### config.mk
export PLATFORM = sky130hd
export DESIGN_NAME = imm_gen_pipe
export DESIGN_NICKNAME = d
export VERILOG_FILES = /design/src/rtl/imm_gen_pipe.sv
export SDC_FILE = /design/constraint.sdc
export NUM_CORES = 1
export LEC_CHECK = 0
export ABC_AREA = 0
export CAP_MARGIN = 40
export CORE_MARGIN = 2
export CORE_UTILIZATION = 56
export DETAILED_ROUTE_END_ITERATION = 10
export PLACE_DENSITY = 0.95
export SLEW_MARGIN = 20
export SYNTH_ARGS = -nofsm -noshare
export SYNTH_HDL_FRONTEND = slang
export SYNTH_SLANG_ARGS = --single-unit
### constraint.sdc
create_clock -name clk -period 3.3 [get_ports clk]
set_input_delay 0.495 -clock clk [delete_from_list [all_inputs] [get_ports clk]]
set_output_delay 0.495 -clock clk [all_outputs]
set_load 0.02 [all_outputs]
### src/rtl/imm_gen_pipe.sv
// Decode-stage immediate generator: decodes the instruction format, builds the
// sign-extended immediate and delivers it through a 2-entry skid buffer.
module imm_gen_pipe #(
    parameter int XLEN        = 32,
    parameter int AUTO_DECODE = 1,
    parameter int CNT_W       = 8
) (
    input  logic             clk,
    input  logic             rst_n,
    input  logic             in_valid,
    output logic             in_ready,
    input  logic [31:0]      in_instr,
    input  logic [2:0]       in_sel,
    input  logic             flush,
    output logic             out_valid,
    input  logic             out_ready,
    output logic [XLEN-1:0]  out_imm,
    output logic [2:0]       out_fmt,
    output logic             out_illegal,
    output logic [CNT_W-1:0] illegal_cnt
);

    localparam logic [2:0] FMT_I   = 3'd0;
    localparam logic [2:0] FMT_S   = 3'd1;
    localparam logic [2:0] FMT_B   = 3'd2;
    localparam logic [2:0] FMT_U   = 3'd3;
    localparam logic [2:0] FMT_J   = 3'd4;
    localparam logic [2:0] FMT_Z   = 3'd5;
    localparam logic [2:0] FMT_BAD = 3'd7;

    logic [2:0]      auto_fmt;
    logic [2:0]      dec_fmt;
    logic            dec_ill;
    logic [31:0]     imm32;
    logic [XLEN-1:0] dec_imm;

    logic [1:0]      count;
    logic [XLEN-1:0] head_imm, tail_imm;
    logic [2:0]      head_fmt, tail_fmt;
    logic            head_ill, tail_ill;
    logic            push, pop;

    always_comb begin
        auto_fmt = FMT_BAD;
        case (in_instr[6:0])
            7'b0010011, 7'b0000011, 7'b1100111,
            7'b0001111, 7'b1110011: auto_fmt = FMT_I;
            7'b0100011:             auto_fmt = FMT_S;
            7'b1100011:             auto_fmt = FMT_B;
            7'b0110111, 7'b0010111: auto_fmt = FMT_U;
            7'b1101111:             auto_fmt = FMT_J;
            7'b0110011:             auto_fmt = FMT_Z;
            default:                auto_fmt = FMT_BAD;
        endcase
    end

    // Codes 6 and 7 are reserved, so they mark the instruction illegal either way.
    always_comb begin
        dec_fmt = in_sel;
        if (AUTO_DECODE != 0) begin
            dec_fmt = auto_fmt;
        end
        dec_ill = (dec_fmt[2:1] == 2'b11);
    end

    always_comb begin
        imm32 = '0;
        case (dec_fmt)
            FMT_I: imm32 = {{20{in_instr[31]}}, in_instr[31:20]};
            FMT_S: imm32 = {{20{in_instr[31]}}, in_instr[31:25], in_instr[11:7]};
            FMT_B: imm32 = {{19{in_instr[31]}}, in_instr[31], in_instr[7],
                            in_instr[30:25], in_instr[11:8], 1'b0};
            FMT_U: imm32 = {in_instr[31:12], 12'b0};
            FMT_J: imm32 = {{11{in_instr[31]}}, in_instr[31], in_instr[19:12],
                            in_instr[20], in_instr[30:21], 1'b0};
            default: imm32 = '0;
        endcase
    end

    generate
        if (XLEN > 32) begin : g_sext
            assign dec_imm = {{(XLEN-32){imm32[31]}}, imm32};
        end else begin : g_nosext
            assign dec_imm = imm32;
        end
    endgenerate

    assign in_ready  = (count != 2'd2);
    assign out_valid = (count != 2'd0);
    assign push      = in_valid & in_ready & ~flush;
    assign pop       = out_valid & out_ready;

    // Head is always the oldest entry; a pop shifts the tail forward.
    always_ff @(posedge clk or negedge rst_n) begin
        if (!rst_n) begin
            count    <= 2'd0;
            head_imm <= '0;
            head_fmt <= '0;
            head_ill <= 1'b0;
            tail_imm <= '0;
            tail_fmt <= '0;
            tail_ill <= 1'b0;
        end else if (flush) begin
            count <= 2'd0;
        end else begin
            case ({push, pop})
                2'b10: begin
                    if (count == 2'd0) begin
                        head_imm <= dec_imm;
                        head_fmt <= dec_fmt;
                        head_ill <= dec_ill;
                    end else begin
                        tail_imm <= dec_imm;
                        tail_fmt <= dec_fmt;
                        tail_ill <= dec_ill;
                    end
                    count <= count + 2'd1;
                end
                2'b01: begin
                    head_imm <= tail_imm;
                    head_fmt <= tail_fmt;
                    head_ill <= tail_ill;
                    count    <= count - 2'd1;
                end
                2'b11: begin
                    head_imm <= dec_imm;
                    head_fmt <= dec_fmt;
                    head_ill <= dec_ill;
                end
                default: ;
            endcase
        end
    end

    always_ff @(posedge clk or negedge rst_n) begin
        if (!rst_n) begin
            illegal_cnt <= '0;
        end else if (push && dec_ill && (illegal_cnt != {CNT_W{1'b1}})) begin
            illegal_cnt <= illegal_cnt + 1'b1;
        end
    end

    assign out_imm     = out_valid ? head_imm : '0;
    assign out_fmt     = out_valid ? head_fmt : 3'd0;
    assign out_illegal = out_valid ? head_ill : 1'b0;

endmodule

Yosys cells after proc, flatten, opt, wreduce, memory -nomap -nowiden
Index checks and enable logic that the tools add are counted.
Word-level totals
  register bits: 82
  input port bits: 40
  output and inout bits: 46
  logic and storage cells: 62
Cells by class
  $add $sub $neg: 3
  eq/ne operators: 22
  muxes and demuxes: 13
  bitwise logic cells: 5
  reductions and logical operators: 11
Operators with widths (count)
  32-bit one-hot mux with 5 select lines: 1
  32-bit one-hot mux with 3 select lines: 1
  32-bit two-way mux: 2
  7-bit equality test (second input constant): 4
  7-bit by 6-bit equality test with 1-bit output (second input constant): 3
  3-bit one-hot mux with 6 select lines: 1
  7-bit by 5-bit equality test with 1-bit output (second input constant): 2
  3-bit one-hot mux with 3 select lines: 1
  8-bit by 1-bit adder with 8-bit output (second input constant): 1
  8-bit inequality test (second input constant): 1
  7-bit by 2-bit equality test with 1-bit output (second input constant): 1
  7-bit by 4-bit equality test with 1-bit output (second input constant): 1
  2-bit equality test (second input constant): 3
  3-bit by 2-bit equality test with 1-bit output (second input constant): 2
  3-bit two-way mux: 2
  3-bit AND reduction: 2
  3-bit nonzero test: 2
  5-bit OR reduction: 1
  2-bit inequality test (second input constant): 2
  2-bit one-hot mux with 2 select lines: 1
  1-bit AND: 3
  3-bit by 1-bit equality test with 1-bit output (second input constant): 1
  3-bit equality test (second input constant): 1
  3-bit zero test: 1
  11 further kinds: 14

Longest topological paths before layout
  word-level depth: 7
  gate-level depth with buffers: 8
  mapped depth without buffers: 6

Least setup slack after synthesis
Ideal clock, no wire load.
  path kind: input to register
  start: in in_instr[5]
  end: reg head_imm[28]
  library setup time: 0.087 ns
  arrival: 1.863 ns
  data required time: 3.213 ns
  slack: 1.351 ns
  stages on the path: 8
  buffers on the path: 3
  cell sequence: buf_6 -> or4_1 -> o211ai_2 -> a211o_2 -> buf_6 -> a31oi_4 -> buf_6 -> a211oi_2
On the way
  longest elaborated chain between the ends: 7
  elaborated cells on any way between the ends: 22
  classes of those cells: eq/ne: 15; mux: 4; reduce/logical: 3
Ends and longest elaborated chain
  from (decl): line 12  | input logic [31:0] in_instr,
  7-bit by 5-bit equality test with 1-bit output (tied with other cells): line 45  | case (in_instr[6:0])
  5-bit OR reduction or 2-bit OR reduction (tied branches): line 45
  3-bit one-hot mux with 6 select lines (*): line 45
  3-bit equality test (tied with other cells): line 68  | case (dec_fmt)
  32-bit one-hot mux with 5 select lines (*): line 68
  32-bit two-way mux: line 108  | if (count == 2'd0) begin
  32-bit one-hot mux with 3 select lines (*): line 106  | case ({push, pop})
  to (signal assigned): line 109  | head_imm <= dec_imm;
  to (signal assigned): line 120  | head_imm <= tail_imm;
  to (signal assigned): line 126  | head_imm <= dec_imm;
  to (decl): line 38  | logic [XLEN-1:0] head_imm, tail_imm;
Every way passes the cells marked *; elsewhere a longest branch is shown, timed or not. The select of a mux whose other input is x is not followed.
A chain may end at the register's enable or synchronous reset.

Final worst setup path
  start: reg count[0]
  end: out out_imm[13]
On the way
  longest elaborated chain between the ends: 2
Ends and longest elaborated chain
  from (decl): line 37  | logic [1:0] count;
  from (signal assigned): line 117  | count <= count + 2'd1;
  from (signal assigned): line 123  | count <= count - 2'd1;
  2-bit nonzero test: line 89  | assign out_valid = (count != 2'd0);
  32-bit two-way mux: line 143  | assign out_imm = out_valid ? head_imm : '0;
  to (decl): line 17  | output logic [XLEN-1:0] out_imm,
Every way passes these cells.

==> impl_metrics.yaml <==
sta:
  finalHoldViolCount: 0
  report.final.slew_viol_count: 0
  min_period_ns: 2.74
  fmaxAchievable_mhz: 365
  post-route-period-util_pct: 83.0
  fin_skew_ns: 0.00848
  setup_ws_ns: 0.561
  setup_tns_ns: 0
  worst_pin_slew_ns: 0.647
  setup_violations: 0
  max_slew_margin_pct: 56.8
  rsz0062_at_grt: "false"
final_layout:
  antenna_cells: 0
  final_core_util_pct: 71.8
  drive_gt1_share_pct: 9.61
  fin_nets: 598
  fill_cells: 533
  fin_area_sq_um: 5490
  area_delta_synth_final_pct: 26.0
synthesis:
  synthSimpleGateAreaFrac_pct: 25.7
  synth_xor_area_share_pct: 1.61
  muxShareOfSynthArea_pct: 0.488
  synth-seq-cells: 82
  yosysWarnings: 0
  synth_compound_area_share_pct: 20.4
  syn_nets: 526
  synth_area_sq_um: 4360
  synth_cells: 485
  avgSynthCellArea_sq_um: 8.99
  synth_adder_area_share_pct: 0.517
  synth_edf_count: 0
  synth_flop_cell: "dfrtp_1"
  synth_async_sr_flop_share_pct: 100
  ys_seq_area_share_pct: 47.1
  synth.distinct_cells: 52
  synth_top_family_by_area: "simple AND/OR/NAND/NOR gates"
worst_setup_path:
  worst_r2r_startpoint: "count[0]"
  r2r_cells: 5
  reg2reg_slack_ns: 1.16
  cp-end-kind: "output port"
  crit_required_ns: 2.80
  crit_type: "reg -> out"
  cp.arrival_ns: 2.24
  r2r_end: "head_imm[29]"
  start_kind: "flip-flop"
  critPathMaxFanout: 33
drt:
  vias: 4160
  wl_per_cell_um: 18.5
  avgViaCountPerCell: 6.27
  drt_pass1_iterations: 6
  ant_nets: 0
  drcViolationCount: 0
  wirelength_um: 12300
  initialDrtViolationCount: 536
die:
  die_w_um: 92.2
  io_pins: 86
  rows: 32
  die-area_sq_um: 8500
  chipHeight_um: 92.2
  core_area_sq_um: 7650
  start_util_pct: 57.0
clock_network:
  cts_resized: 0
  clock-root-buffer: "clkbuf_8"
  clock_path_buffers: 2
  cts.sinks: 82
  cts_hold_buf: 0
  cts_setup_buffers: 0
  clk_pin_slew_worst_paths_ns: 0.09
  clk_latency_ns: 0.37
  cts_tree: "yes"
  cts_buffers: 9
  htreeDepth: 3
place:
  numPortBuffers: 82
  gp_congestion: 0.853
  dpl_cell_area_sq_um: 5270
  post-dp-hpwl_um: 7940
  preCtsSetupSlack_ns: 0.252
global_routing:
  grt_overflow: 0
  grt_antenna_before_repair: 0
  grt_start_max_net_pins: 57
  grtUsageTotal_pct: 30.5
  grt_pass1_vias: 4227
  grt_first_pass_wirelength_um: 20400
run:
  cap_violations: 0
pwr:
  ir_drop_uv: 271
  p_leak_nw: 2.20
  p_total_w: 0.00295
  p_per_area_nw_per_um2: 536
status:
  status: "completed"
hold_path:
  hold_class: "in -> async"
worst max path at each step:
stage / slack [ns] / end / start
after global placement: 0.40 / tail_imm[25] / in_instr[6]
final: 0.56 / out_imm[13] / count[0]
after floorplan: 1.35 / head_imm[28] / in_instr[5]
after global routing: 0.36 / tail_imm[26] / in_instr[6]
after CTS: 0.57 / out_imm[0] / count[0]
after detailed placement: 0.25 / tail_imm[26] / in_instr[6]
cell usage after synthesis, types with 10 or more instances:
| master | count | share of area [%] |
|---|---|---|
| nand2_1 | 69 | 5.9 |
| nor3_1 | 29 | 3.3 |
| nor2_1 | 55 | 4.7 |
| dfrtp_1 | 82 | 47 |
| a211oi_1 | 15 | 2.6 |
| o211ai_1 | 12 | 2.1 |
| clkbuf_1 | 24 | 2.1 |
| o21ai_0 | 22 | 2.5 |
| a21oi_1 | 21 | 2.4 |
| nor2b_1 | 39 | 5.6 |
| a211oi_2 | 10 | 2.9 |
| a31oi_1 | 11 | 1.6 |
cell type report:
class	count	area (sq um)	area share, %
multi-input cells	363	2130	38.7
flip-flops and latches	82	2050	37.4
repair buffers	96	943	17.2
well taps	102	128	2.32
clock buffers	9	124	2.26
clock inverters	7	98.8	1.80
inverters	5	18.8	0.342
critical path: stages, from the launching register on:
cell and delay, ns:
dfrtp_1 0.49, nor2_2 0.29, buf_4 0.40, nor2b_1 0.13
clkdlybuf4s50_1 0.56
cells by family after synthesis:
kind of cell,count (synthesis)
compound gates,122
mux,2
buf+inv,40
flops,82
xor+xnor,8
fa+ha+maj,2
simple gates,229
per-layer routing:
| metal | track usage [%] | part of all wire [%] | up-vias |
|---|---|---|---|
| li1 | - | - | 1853 |
| met1 | 38.3 | 38 | 2032 |
| met2 | 50.6 | 51 | 227 |
| met3 | 6.90 | 7.7 | 48 |
| met4 | 13.4 | 3.4 | 0 |
| met5 | 0 | 0 | - |
flip-flops by register name, indices dropped and copies added (netlist names):
name         flops
count            2
head_fmt         3
illegal_cnt      8
tail_fmt         3
tail_ill         1
head_ill         1
tail_imm        32
head_imm        32
stage by stage:
| stage | hold slack (ns) | std cells |
|---|---|---|
| after floorplan | 0.199 | 485 |
| final | 0.0398 | 664 |
| after detailed placement | 0.443 | 648 |
| after global placement | 0.453 | 646 |
| after global routing | 0.0630 | 664 |
| after CTS | 0.0446 | 664 |
report_power, final:
group | internal (W) | leakage (nW) | switching [W]
Sequential | 0.00119 | 1.03 | 0.000137
Combinational | 0.000364 | 1.05 | 0.000420
Clock | 0.000433 | 0.111 | 0.000404
cells in the final DEF (no fill, tap or decap), types with 2 or more instances in the layout:
| master | synthesis | final |
|---|---|---|
| dfrtp_1 | 82 | 82 |
| clkdlybuf4s50_1 | 0 | 81 |
| nand2_1 | 69 | 69 |
| nor2_1 | 55 | 54 |
| nor2b_1 | 39 | 39 |
| nor3_1 | 29 | 29 |
| o21ai_0 | 22 | 22 |
| a21oi_1 | 21 | 21 |
| a211oi_1 | 15 | 15 |
| buf_4 | 0 | 14 |
| o211ai_1 | 12 | 12 |
| a31oi_1 | 11 | 11 |
| a211oi_2 | 10 | 10 |
| nand3_1 | 9 | 9 |
| clkbuf_8 | 0 | 9 |
| xor2_1 | 8 | 8 |
| a32oi_1 | 7 | 7 |
| inv_1 | 5 | 5 |
| a21o_1 | 4 | 4 |
| nand3b_1 | 4 | 4 |
| a22oi_1 | 4 | 4 |
| nand2b_1 | 3 | 3 |
| o21ai_1 | 3 | 3 |
| nand4_1 | 3 | 3 |
| and3_1 | 3 | 3 |
| inv_6 | 0 | 3 |
| nor2_2 | 1 | 2 |
| nand4bb_1 | 2 | 2 |
| and2_1 | 2 | 2 |
| or3b_1 | 2 | 2 |
| a21oi_2 | 2 | 2 |
| o21a_1 | 2 | 2 |
| bufinv_16 | 0 | 2 |
Note: power is estimated with default switching activity, not from simulation.
